**src/rtl/key_command_repeater_pkg.sv**
```systemverilog
// rtl/key_command_repeater_pkg.sv - shared command codes, hold-state encoding and key priority helper
// Purpose: constants shared between the key repeater and the game controller.
// Contents: cmd_t, CMD_* codes, hold_state_t, active_key() priority encoder.
package key_command_repeater_pkg;

  typedef logic [2:0] cmd_t;

  localparam cmd_t CMD_NONE   = 3'b000;
  localparam cmd_t CMD_DOWN   = 3'b100;
  localparam cmd_t CMD_LEFT   = 3'b101;
  localparam cmd_t CMD_RIGHT  = 3'b110;
  localparam cmd_t CMD_ROTATE = 3'b111;

  typedef enum logic [1:0] {
    ST_IDLE        = 2'd0,
    ST_HOLD_DAS    = 2'd1,
    ST_HOLD_REPEAT = 2'd2
  } hold_state_t;

  // Highest-priority held key: down > left > right > up.
  function automatic cmd_t active_key(input logic down, input logic left,
                                      input logic right, input logic up);
    if (down)       return CMD_DOWN;
    else if (left)  return CMD_LEFT;
    else if (right) return CMD_RIGHT;
    else if (up)    return CMD_ROTATE;
    else            return CMD_NONE;
  endfunction

endpackage

```
**src/rtl/key_command_repeater_if.sv**
```systemverilog
// rtl/key_command_repeater_if.sv - key levels in, move command handshake and reset request out
// Purpose: bundles the keyboard levels and the command valid/ready channel.
// Signals: left/right/down/up/space (key levels), cmd_ready (sink accepts),
//          cmd_valid/cmd (command channel), reset_req (game reset pulse).
// Modports: master = keyboard + game side, slave = key_command_repeater.
interface key_command_repeater_if;
  import key_command_repeater_pkg::*;

  logic left;
  logic right;
  logic down;
  logic up;
  logic space;
  logic cmd_ready;
  logic cmd_valid;
  cmd_t cmd;
  logic reset_req;

  modport master (
    output left, right, down, up, space, cmd_ready,
    input  cmd_valid, cmd, reset_req
  );

  modport slave (
    input  left, right, down, up, space, cmd_ready,
    output cmd_valid, cmd, reset_req
  );

endinterface

```
**src/rtl/key_command_repeater_hold_timer.sv**
```systemverilog
// rtl/key_command_repeater_hold_timer.sv - saturating clear/enable counter with terminal-count compare
// Purpose: counts enabled cycles since the last clear; never wraps.
// Ports: clk, rst (async, active-high), clear (sync, wins over enable),
//        enable, limit (terminal value), tc (count == limit).
module key_command_repeater_hold_timer #(
  parameter int CW = 32
) (
  input  logic          clk,
  input  logic          rst,
  input  logic          clear,
  input  logic          enable,
  input  logic [CW-1:0] limit,
  output logic          tc
);

  logic [CW-1:0] count;

  always_ff @(posedge clk or posedge rst) begin
    if (rst) begin
      count <= '0;
    end else if (clear) begin
      count <= '0;
    end else if (enable && (count != '1)) begin
      count <= count + CW'(1);
    end
  end

  assign tc = (count == limit);

endmodule

```
**src/rtl/key_command_repeater.sv**
```systemverilog
// rtl/key_command_repeater.sv - key levels to one-shot plus auto-repeat move commands with skid slot
// Purpose: press -> one command, held key -> delayed auto-repeat, space -> debounced reset pulse.
// Ports: clk, rst (async, active-high), bus (key_command_repeater_if.slave):
//        key levels and cmd_ready in; cmd_valid, cmd, reset_req out.
module key_command_repeater
  import key_command_repeater_pkg::*;
#(
  parameter int DAS_DELAY     = 25_000_000,
  parameter int REPEAT_PERIOD = 5_000_000,
  parameter int DEBOUNCE      = 1_000_000,
  parameter int RESET_PULSE   = 16,
  parameter int CW            = 32
) (
  input  logic                   clk,
  input  logic                   rst,
  key_command_repeater_if.slave  bus
);

  localparam int            PW     = $clog2(RESET_PULSE + 1);
  localparam logic [CW-1:0] DAS_TC = CW'(DAS_DELAY - 1);
  localparam logic [CW-1:0] RPT_TC = CW'(REPEAT_PERIOD - 1);
  localparam logic [CW-1:0] DBC_TC = CW'(DEBOUNCE - 1);

  hold_state_t   state, state_nxt;
  cmd_t          held_key, held_key_nxt;
  cmd_t          active;
  logic          emit, emit_is_press;
  logic          rpt_clear, rpt_en, rpt_tc;
  logic [CW-1:0] rpt_limit;
  logic          dbc_tc, armed, fire, live, force_idle;
  logic [PW-1:0] pulse_cnt;
  logic          out_valid, skid_valid, xfer;
  cmd_t          out_cmd, skid_cmd;

  assign active = active_key(bus.down, bus.left, bus.right, bus.up);

  // live is low only until the first edge after rst, so nothing is emitted
  // from a key sampled on that edge.
  assign fire       = bus.space && armed && dbc_tc;
  assign force_idle = !live || (pulse_cnt != '0) || fire;
  assign rpt_limit  = (state == ST_HOLD_DAS) ? DAS_TC : RPT_TC;

  key_command_repeater_hold_timer #(.CW(CW)) u_repeat_timer (
    .clk    (clk),
    .rst    (rst),
    .clear  (rpt_clear),
    .enable (rpt_en),
    .limit  (rpt_limit),
    .tc     (rpt_tc)
  );

  key_command_repeater_hold_timer #(.CW(CW)) u_debounce_timer (
    .clk    (clk),
    .rst    (rst),
    .clear  (!bus.space),
    .enable (bus.space),
    .limit  (DBC_TC),
    .tc     (dbc_tc)
  );

  always_comb begin
    state_nxt     = state;
    held_key_nxt  = held_key;
    emit          = 1'b0;
    emit_is_press = 1'b0;
    rpt_clear     = 1'b0;
    rpt_en        = 1'b0;
    if (force_idle || (active == CMD_NONE)) begin
      state_nxt    = ST_IDLE;
      held_key_nxt = CMD_NONE;
      rpt_clear    = 1'b1;
    end else if ((state == ST_IDLE) || (active != held_key)) begin
      emit          = 1'b1;
      emit_is_press = 1'b1;
      state_nxt     = ST_HOLD_DAS;
      held_key_nxt  = active;
      rpt_clear     = 1'b1;
    end else if (state == ST_HOLD_DAS) begin
      // Rotate never auto-repeats; its timer just saturates.
      if (rpt_tc && (held_key != CMD_ROTATE)) begin
        emit      = 1'b1;
        state_nxt = ST_HOLD_REPEAT;
        rpt_clear = 1'b1;
      end else begin
        rpt_en = 1'b1;
      end
    end else begin
      if (rpt_tc) begin
        emit      = 1'b1;
        rpt_clear = 1'b1;
      end else begin
        rpt_en = 1'b1;
      end
    end
  end

  always_ff @(posedge clk or posedge rst) begin
    if (rst) begin
      state     <= ST_IDLE;
      held_key  <= CMD_NONE;
      live      <= 1'b0;
      armed     <= 1'b1;
      pulse_cnt <= '0;
    end else begin
      state    <= state_nxt;
      held_key <= held_key_nxt;
      live     <= 1'b1;
      if (!bus.space) armed <= 1'b1;
      else if (fire)  armed <= 1'b0;
      if (fire)                   pulse_cnt <= PW'(RESET_PULSE);
      else if (pulse_cnt != '0)   pulse_cnt <= pulse_cnt - PW'(1);
    end
  end

  assign xfer = out_valid && bus.cmd_ready;

  // A fresh emit that can reach the output also discards the skid slot:
  // the newest command wins. While stalled, only presses are kept.
  always_ff @(posedge clk or posedge rst) begin
    if (rst) begin
      out_valid  <= 1'b0;
      out_cmd    <= CMD_NONE;
      skid_valid <= 1'b0;
      skid_cmd   <= CMD_NONE;
    end else if (force_idle) begin
      out_valid  <= 1'b0;
      out_cmd    <= CMD_NONE;
      skid_valid <= 1'b0;
      skid_cmd   <= CMD_NONE;
    end else if (emit && (!out_valid || xfer)) begin
      out_valid  <= 1'b1;
      out_cmd    <= active;
      skid_valid <= 1'b0;
      skid_cmd   <= CMD_NONE;
    end else if (emit && emit_is_press) begin
      skid_valid <= 1'b1;
      skid_cmd   <= active;
    end else if (xfer) begin
      out_valid  <= skid_valid;
      out_cmd    <= skid_valid ? skid_cmd : CMD_NONE;
      skid_valid <= 1'b0;
      skid_cmd   <= CMD_NONE;
    end
  end

  assign bus.cmd_valid = out_valid;
  assign bus.cmd       = out_cmd;
  assign bus.reset_req = (pulse_cnt != '0);

endmodule
```
**src/flat_wrapper.sv**
```systemverilog
// flat-port wrapper written by rule: the top's interface ports become plain ports
module key_command_repeater_flat import key_command_repeater_pkg::*;
#(
  parameter int DAS_DELAY     = 25_000_000,
  parameter int REPEAT_PERIOD = 5_000_000,
  parameter int DEBOUNCE      = 1_000_000,
  parameter int RESET_PULSE   = 16,
  parameter int CW            = 32
)
  (clk, rst, bus_left, bus_right, bus_down, bus_up, bus_space, bus_cmd_ready, bus_cmd_valid, bus_cmd, bus_reset_req);
  key_command_repeater_if bus_i ();
  input  logic clk;
  input  logic rst;
  input wire logic [$bits(bus_i.left)-1:0] bus_left;
  input wire logic [$bits(bus_i.right)-1:0] bus_right;
  input wire logic [$bits(bus_i.down)-1:0] bus_down;
  input wire logic [$bits(bus_i.up)-1:0] bus_up;
  input wire logic [$bits(bus_i.space)-1:0] bus_space;
  input wire logic [$bits(bus_i.cmd_ready)-1:0] bus_cmd_ready;
  output wire logic [$bits(bus_i.cmd_valid)-1:0] bus_cmd_valid;
  output wire logic [$bits(bus_i.cmd)-1:0] bus_cmd;
  output wire logic [$bits(bus_i.reset_req)-1:0] bus_reset_req;
  assign bus_i.left = bus_left;
  assign bus_i.right = bus_right;
  assign bus_i.down = bus_down;
  assign bus_i.up = bus_up;
  assign bus_i.space = bus_space;
  assign bus_i.cmd_ready = bus_cmd_ready;
  assign bus_cmd_valid = bus_i.cmd_valid;
  assign bus_cmd = bus_i.cmd;
  assign bus_reset_req = bus_i.reset_req;
  key_command_repeater #(.DAS_DELAY(DAS_DELAY), .REPEAT_PERIOD(REPEAT_PERIOD), .DEBOUNCE(DEBOUNCE), .RESET_PULSE(RESET_PULSE), .CW(CW)) u_core (.clk(clk), .rst(rst), .bus(bus_i));
endmodule
```
**config.mk**
```make
export PLATFORM = sky130hd
export DESIGN_NAME = key_command_repeater_flat
export DESIGN_NICKNAME = d
export VERILOG_FILES = /design/src/rtl/key_command_repeater_pkg.sv /design/src/rtl/key_command_repeater_if.sv /design/src/rtl/key_command_repeater_hold_timer.sv /design/src/rtl/key_command_repeater.sv /design/src/flat_wrapper.sv
export SDC_FILE = /design/constraint.sdc
export NUM_CORES = 1
export LEC_CHECK = 0
export CORE_ASPECT_RATIO = 1.25
export CORE_MARGIN = 5
export CORE_UTILIZATION = 45
export DETAILED_ROUTE_END_ITERATION = 10
export GPL_ROUTABILITY_DRIVEN = 0
export PLACE_DENSITY = 0.69
export SYNTH_ARGS = -nofsm -noshare
export SYNTH_HDL_FRONTEND = slang
export SYNTH_HIERARCHICAL = 1
export SYNTH_SLANG_ARGS = --single-unit
```
**constraint.sdc**
```tcl
create_clock -name clk -period 2.8 [get_ports clk]
set_input_delay 0.56 -clock clk [delete_from_list [all_inputs] [get_ports clk]]
set_output_delay 0.56 -clock clk [all_outputs]
set_load 0.1 [all_outputs]
```
==> flow_summary.toml, run 1 <==
[die]
fp.dieH_um = 133
core_region_area_um2 = 12000
io_pins = 13
rows = 45
start_util_pct = 45.5
dieArea_um2 = 14400
die_w_um = 108

[final_layout]
fillers = 1000
final_cell_mix = "buf_4 (135), dfrtp_1 (83), xor2_1 (64)"
finish.utilization_pct = 61.6
seq_area_um2 = 2100
final_common_cell = "buf_4"
layout-drive-gt1-share_pct = 28.6
layout.nets = 801
antenna_cells = 0
area_growth_pct = 35.4
multi_input_area_um2 = 3590

[pwr]
peakVddDrop_mv = 0.288
power_density_nw_per_um2 = 371
power_w = 0.00274
leakagePower_nw = 3.39

[timing]
worstMarginPinSlew_ps = 751
fin_crit_sh_pct = 98.9
fin_tns_setup_ps = 0
hold_viol = 0
setup_violations = 0
rsz0062_at_grt = "true"
fmax_ghz = 0.361
period_minus_slack_ps = 2770
final_max_slew_viol_count = 0
max_slew_margin_pct = 49.9
skew_ps = 9.50

[global_routing]
grt-ovfl-total = 0
grt_max_degree = 33
grt_pass1_vias = 5113
grt_pass1_wl_mm = 24.3
antenna_found_initial = 0
grt.total_usage_pct = 20.8

[yosys]
synth_edf_count = 0
synth_flop_cell = "dfrtp_1"
syn_area_um2 = 5460
yosys_warnings = 6
ys_ff_latch = 84
synthCells = 608
avgSynthCellArea_um2 = 8.97
seq_area_frac_synth_pct = 38.5
yosysUniqueCellTypes = 56
synthArstFlopShare_pct = 100

[cts]
htreeDepth = 3
cts_hold_buf = 0
worst_skew_pair.late_latency_ps = 340
clockBufferDepth = 2
cts_buffers = 9
cts_tree = "done"
cts.clk_slew.worst_paths_ps = 70
cts.sinks = 84
cts-root-buf = "clkbuf_16"

[route]
dr.pass1.iters = 5
drt_wl_total_mm = 14.7
drt.antenna.violating_nets = 0
first_iter_violations = 336
drt-vias-per-instance = 5.39
vias = 5163
wl_per_cell_um = 15.4
drc = 0

[setup_path]
rrSetupSlack_ps = 30
arrival_ps = 2990
end_kind = "flip-flop"
required_ps = 3020
worst-setup-path-type = "flip-flop to flip-flop"
crit_fanout = 6
cp-start-kind = "flip-flop"

[placed_design]
place_hpwl_mm = 10.4
port_buffers = 12

[job]
maxCapViolations = 0

[min_path]
hold_path.class = "flip-flop to flip-flop"

[outcome]
status = "finished, final reports clean"
==> metal layers <==
metal	global-route usage, %	part of all wire, %
met1	24.7	40
met2	36.9	53
met3	3.44	3.8
met4	8.35	3.1
met5	0	0
==> critical path, stage by stage, from the launching register on <==
cell and delay (ps):
dfrtp_1 380, nand2b_4 160, inv_4 60, buf_12 120, xor2_2 160, nor4_2 70, nand4_1 120, nor2_2 80
o21ai_2 70, and3_4 230, nand4_1 140, nor4_4 220, buf_4 190, nand2_4 70, nor4_2 200, mux2_2 380
==> cell usage after synthesis (3+ instances only) <==
| cell | count | area share (%) |
|---|---|---|
| a211oi_1 | 7 | 0.96 |
| a21o_1 | 3 | 0.41 |
| a21oi_1 | 30 | 2.8 |
| a311oi_1 | 3 | 0.48 |
| a31o_2 | 4 | 0.64 |
| a31oi_1 | 3 | 0.34 |
| and2_1 | 4 | 0.46 |
| and3_1 | 6 | 0.69 |
| buf_2 | 9 | 0.83 |
| buf_4 | 6 | 0.83 |
| clkbuf_1 | 15 | 1.0 |
| dfrtp_1 | 83 | 38 |
| ha_1 | 4 | 0.92 |
| inv_1 | 16 | 1.1 |
| mux2_1 | 3 | 0.62 |
| mux2_2 | 9 | 1.9 |
| mux2i_1 | 3 | 0.55 |
| nand2_1 | 36 | 2.5 |
| nand2b_1 | 5 | 0.57 |
| nand3_1 | 35 | 3.2 |
| nand3_2 | 3 | 0.55 |
| nand4_1 | 25 | 2.9 |
| nor2_1 | 59 | 4.1 |
| nor2b_1 | 15 | 1.7 |
| nor3_1 | 8 | 0.73 |
| nor4_1 | 31 | 3.6 |
| o21ai_0 | 19 | 1.7 |
| o21bai_1 | 3 | 0.41 |
| o31ai_1 | 12 | 1.7 |
| or3_1 | 13 | 1.5 |
| or4_1 | 14 | 1.9 |
| or4_4 | 3 | 0.62 |
| xnor2_1 | 18 | 2.9 |
| xor2_1 | 71 | 11 |
==> path summary, 6_finish.rpt <==
check,from,to,cells after the start
setup / recovery,u_core/state[1],u_core/u_repeat_timer/count[21],15
hold / removal,u_core/skid_cmd[2],u_core/skid_cmd[2],1
setup reg to reg,u_core/state[1],u_core/u_repeat_timer/count[21],15
hold reg to reg,u_core/skid_cmd[2],u_core/skid_cmd[2],1
max in group asynchronous,rst,u_core/skid_cmd[0],2
min in group asynchronous,rst,u_core/u_debounce_timer/count[25],3
==> repair_timing <==
action	in CTS	in global routing
gates resized for setup	22	27
pin swaps	15	14
endpoints found under the hold margin	0	0
gates cloned	0	1
setup buffers	20	5
endpoints found under the setup margin	31	26
==> kinds of logic after synthesis <==
kind of cell	synth area share [%]
flops	38.5
buf+inv	3.97
simple gates	27.6
xor+xnor	14.3
mux	3.03
other cells	0.138
compound gates	11.5
fa+ha+maj	0.917
==> area by class of cell <==
cell class,count,share of cell area [%]
well taps,164,2.78
multi-input cells,531,48.6
inverters,16,0.898
clock inverters,6,0.627
repair inverters,1,0.102
flip-flops and latches,84,28.5
clock buffers,10,3.24
repair buffers,146,15.3
==> registers in the layout (all words and copies together), names as in the netlist <==
register and count:
u_core/bus.cmd 3, u_core/state 2, u_core/skid_valid 1, u_core/bus.cmd_valid 1
u_core/armed 1, u_core/u_debounce_timer/count 32, u_core/u_repeat_timer/count 32, u_core/live 1
u_core/skid_cmd 3, u_core/pulse_cnt 5, u_core/held_key 3
==> per-stage QoR <==
| stage | hold WS (ps) | worst slack (ps) | std cells | area (um^2) |
|---|---|---|---|---|
| 6_report | 487 | 32.0 | 958 | 7390 |
| 5_1_grt | 513 | -89.2 | 958 | 7390 |
| 4_1_cts | 496 | -20.6 | 953 | 7220 |
| 3_5_place_dp | 477 | -505 | 917 | 6700 |
| 3_3_place_gp | 470 | -426 | 917 | 6700 |
| 2_1_floorplan | 449 | -40.1 | 663 | 5710 |
==> power by group <==
group	internal (W)	switching (W)	leakage (nW)
Sequential	0.00123	0.0000167	1.16
Combinational	0.000132	0.000211	2.09
Clock	0.000634	0.000518	0.141
Total	0.00199	0.000746	3.39
Note: power is estimated with default switching activity, not from simulation.
==> inputs of run 2 (changes only) <==
- SLEW_MARGIN: default -> 15
==> results of run 2 <==
Same layout as run 1: the final DEF is identical, and so are final timing and power.
==> inputs of run 3 (changes only) <==
- CTS_CLUSTER_SIZE: default -> 10
- PLACE_DENSITY: 0.69 -> 0.7
- clock period: 2.8 -> 3.1 ns (I/O delays scaled with it)
==> flow_summary.toml, run 3 (synthesis results as in run 1) <==
[die]
fp.dieH_um = 133
start_util_pct = 45.5
die_w_um = 108
core_region_area_um2 = 12000
dieArea_um2 = 14400
io_pins = 13
rows = 45

[pwr]
leakagePower_nw = 2.94
power_density_nw_per_um2 = 377
peakVddDrop_mv = 0.256

[outcome]
status = "finished, final reports clean"

[setup_path]
slowest_stage = "or4_4"
end_kind = "flip-flop"
crit_fanout = 7
cpMostUsedCell = "nand4_1"
worst-setup-path-type = "flip-flop to flip-flop"
cp-start-kind = "flip-flop"
required_ps = 3370
arrival_ps = 3210
startpoint = "u_core/u_debounce_timer/count[0]"
crit_chain = "xor2_1 -> nor4_1 -> nand4_1 -> nor2_1 -> nand3_1 -> nand3_2 -> a21oi_4 -> and3_4 -> nand4_1 -> nor4_2 -> buf_4 -> nand3_4 -> or4_4 -> a21oi_2"
cpPeakStageDelay_ps = 500
timing.rr.start = "u_core/u_debounce_timer/count[0]"

[global_routing]
grt_pass1_wl_mm = 22.5
grt_max_degree = 33
antenna_found_initial = 0
grt_pass1_vias = 4729
grt-ovfl-total = 0
grt.total_usage_pct = 19.3

[final_layout]
antenna_cells = 0
final_common_cell = "dfrtp_1"
stdcell_count = 879
final_cell_mix = "dfrtp_1 (77), xor2_1 (68), buf_4 (61)"
seq_area_um2 = 2110
multi_input_area_um2 = 3430
top_regs = "u_core/u_debounce_timer/count (32), u_core/u_repeat_timer/count (32), u_core/pulse_cnt (5)"
layout.nets = 722
area_growth_pct = 22.0
fillers = 1096
finish.utilization_pct = 55.5
layout-drive-gt1-share_pct = 18.6

[route]
drt.antenna.violating_nets = 0
dr.pass1.iters = 5
wl_per_cell_um = 15.2
drt-vias-per-instance = 5.46
drt_wl_total_mm = 13.4
vias = 4800
first_iter_violations = 244
drc = 0

[timing]
worstMarginPinSlew_ps = 966
hold_viol = 0
setup_violations = 0
period_minus_slack_ps = 2940
max_slew_margin_pct = 35.6
hold_slack_ps = 492
fin_crit_sh_pct = 94.8
final_max_slew_viol_count = 0
fin_tns_setup_ps = 0
skew_ps = 8.70
fmax_ghz = 0.340

[cts]
cts.sinks = 84
worst_skew_pair.late_latency_ps = 340
cts_hold_buf = 0
cts_tree = "done"
cts.clk_slew.worst_paths_ps = 70
htreeDepth = 3
clockBufferDepth = 2
cts_buffers = 9
cts-root-buf = "clkbuf_16"

[min_path]
hold_path.class = "flip-flop to flip-flop"
hp-start = "u_core/skid_cmd[2]"

[placed_design]
place_inst = 859
port_buffers = 12
place_hpwl_mm = 9.93

[job]
maxCapViolations = 0
run 3: final cells by class:
cell class / count / area share (%)
clock buffers: 10 / 3.59
clock inverters: 6 / 1.07
well taps: 164 / 3.08
inverters: 16 / 0.958
flip-flops and latches: 84 / 31.7
repair buffers: 68 / 8.08
multi-input cells: 531 / 51.5
run 3: power by group:
group / switching, W / internal (W)
clock: 0.000466 / 0.000652
combinational: 0.000173 / 0.0000939
sequential: 0.0000157 / 0.00111
total: 0.000654 / 0.00186
run 3: repair_timing:
action,in CTS,in global routing
gates resized for setup,6,23
pin swaps,0,6
buffers inserted,0,4
setup endpoints to repair,14,13
gates cloned,0,0
run 3: final timing paths:
kind                                               endpoint  slack [ps]  cells past startpoint
min                                      u_core/skid_cmd[2]         490                      1
min in group asynchronous  u_core/u_debounce_timer/count[5]         770                      3
max in group asynchronous                       u_core/live        1830                      2
min reg2reg                              u_core/skid_cmd[2]         490                      1
max reg2reg                 u_core/u_repeat_timer/count[27]         160                     14
max                         u_core/u_repeat_timer/count[27]         160                     14
run 3: per-stage QoR:
stage / power, W / worst slack, ps / instance area (um^2)
floorplan: 0.00132 / 36.8 / 5660
global placement: 0.00140 / -244 / 6210
detailed placement: 0.00141 / -488 / 6210
CTS: 0.00253 / 27.2 / 6550
global route: 0.00262 / -7.61 / 6660
finish: 0.00251 / 160 / 6660
run 3: routing by layer:
layer / vias up / part of all wire (%) / track usage, %
met5: - / 0 / 0
met1: 2303 / 41 / 22.9
li1: 2338 / - / -
met4: 0 / 3.5 / 9.61
met3: 38 / 3.3 / 2.81
met2: 121 / 53 / 33.5
run 3: worst max-delay path: cells and delay by family, from the launching register on:
| family | cells | cell delay (ps) |
|---|---|---|
| and+or+nand+nor | 10 | 1760 |
| buffers and inverters | 1 | 190 |
| DFF | 1 | 450 |
| xor gates and xnor gates | 1 | 180 |
| AOI/OAI and AO/OA | 2 | 290 |
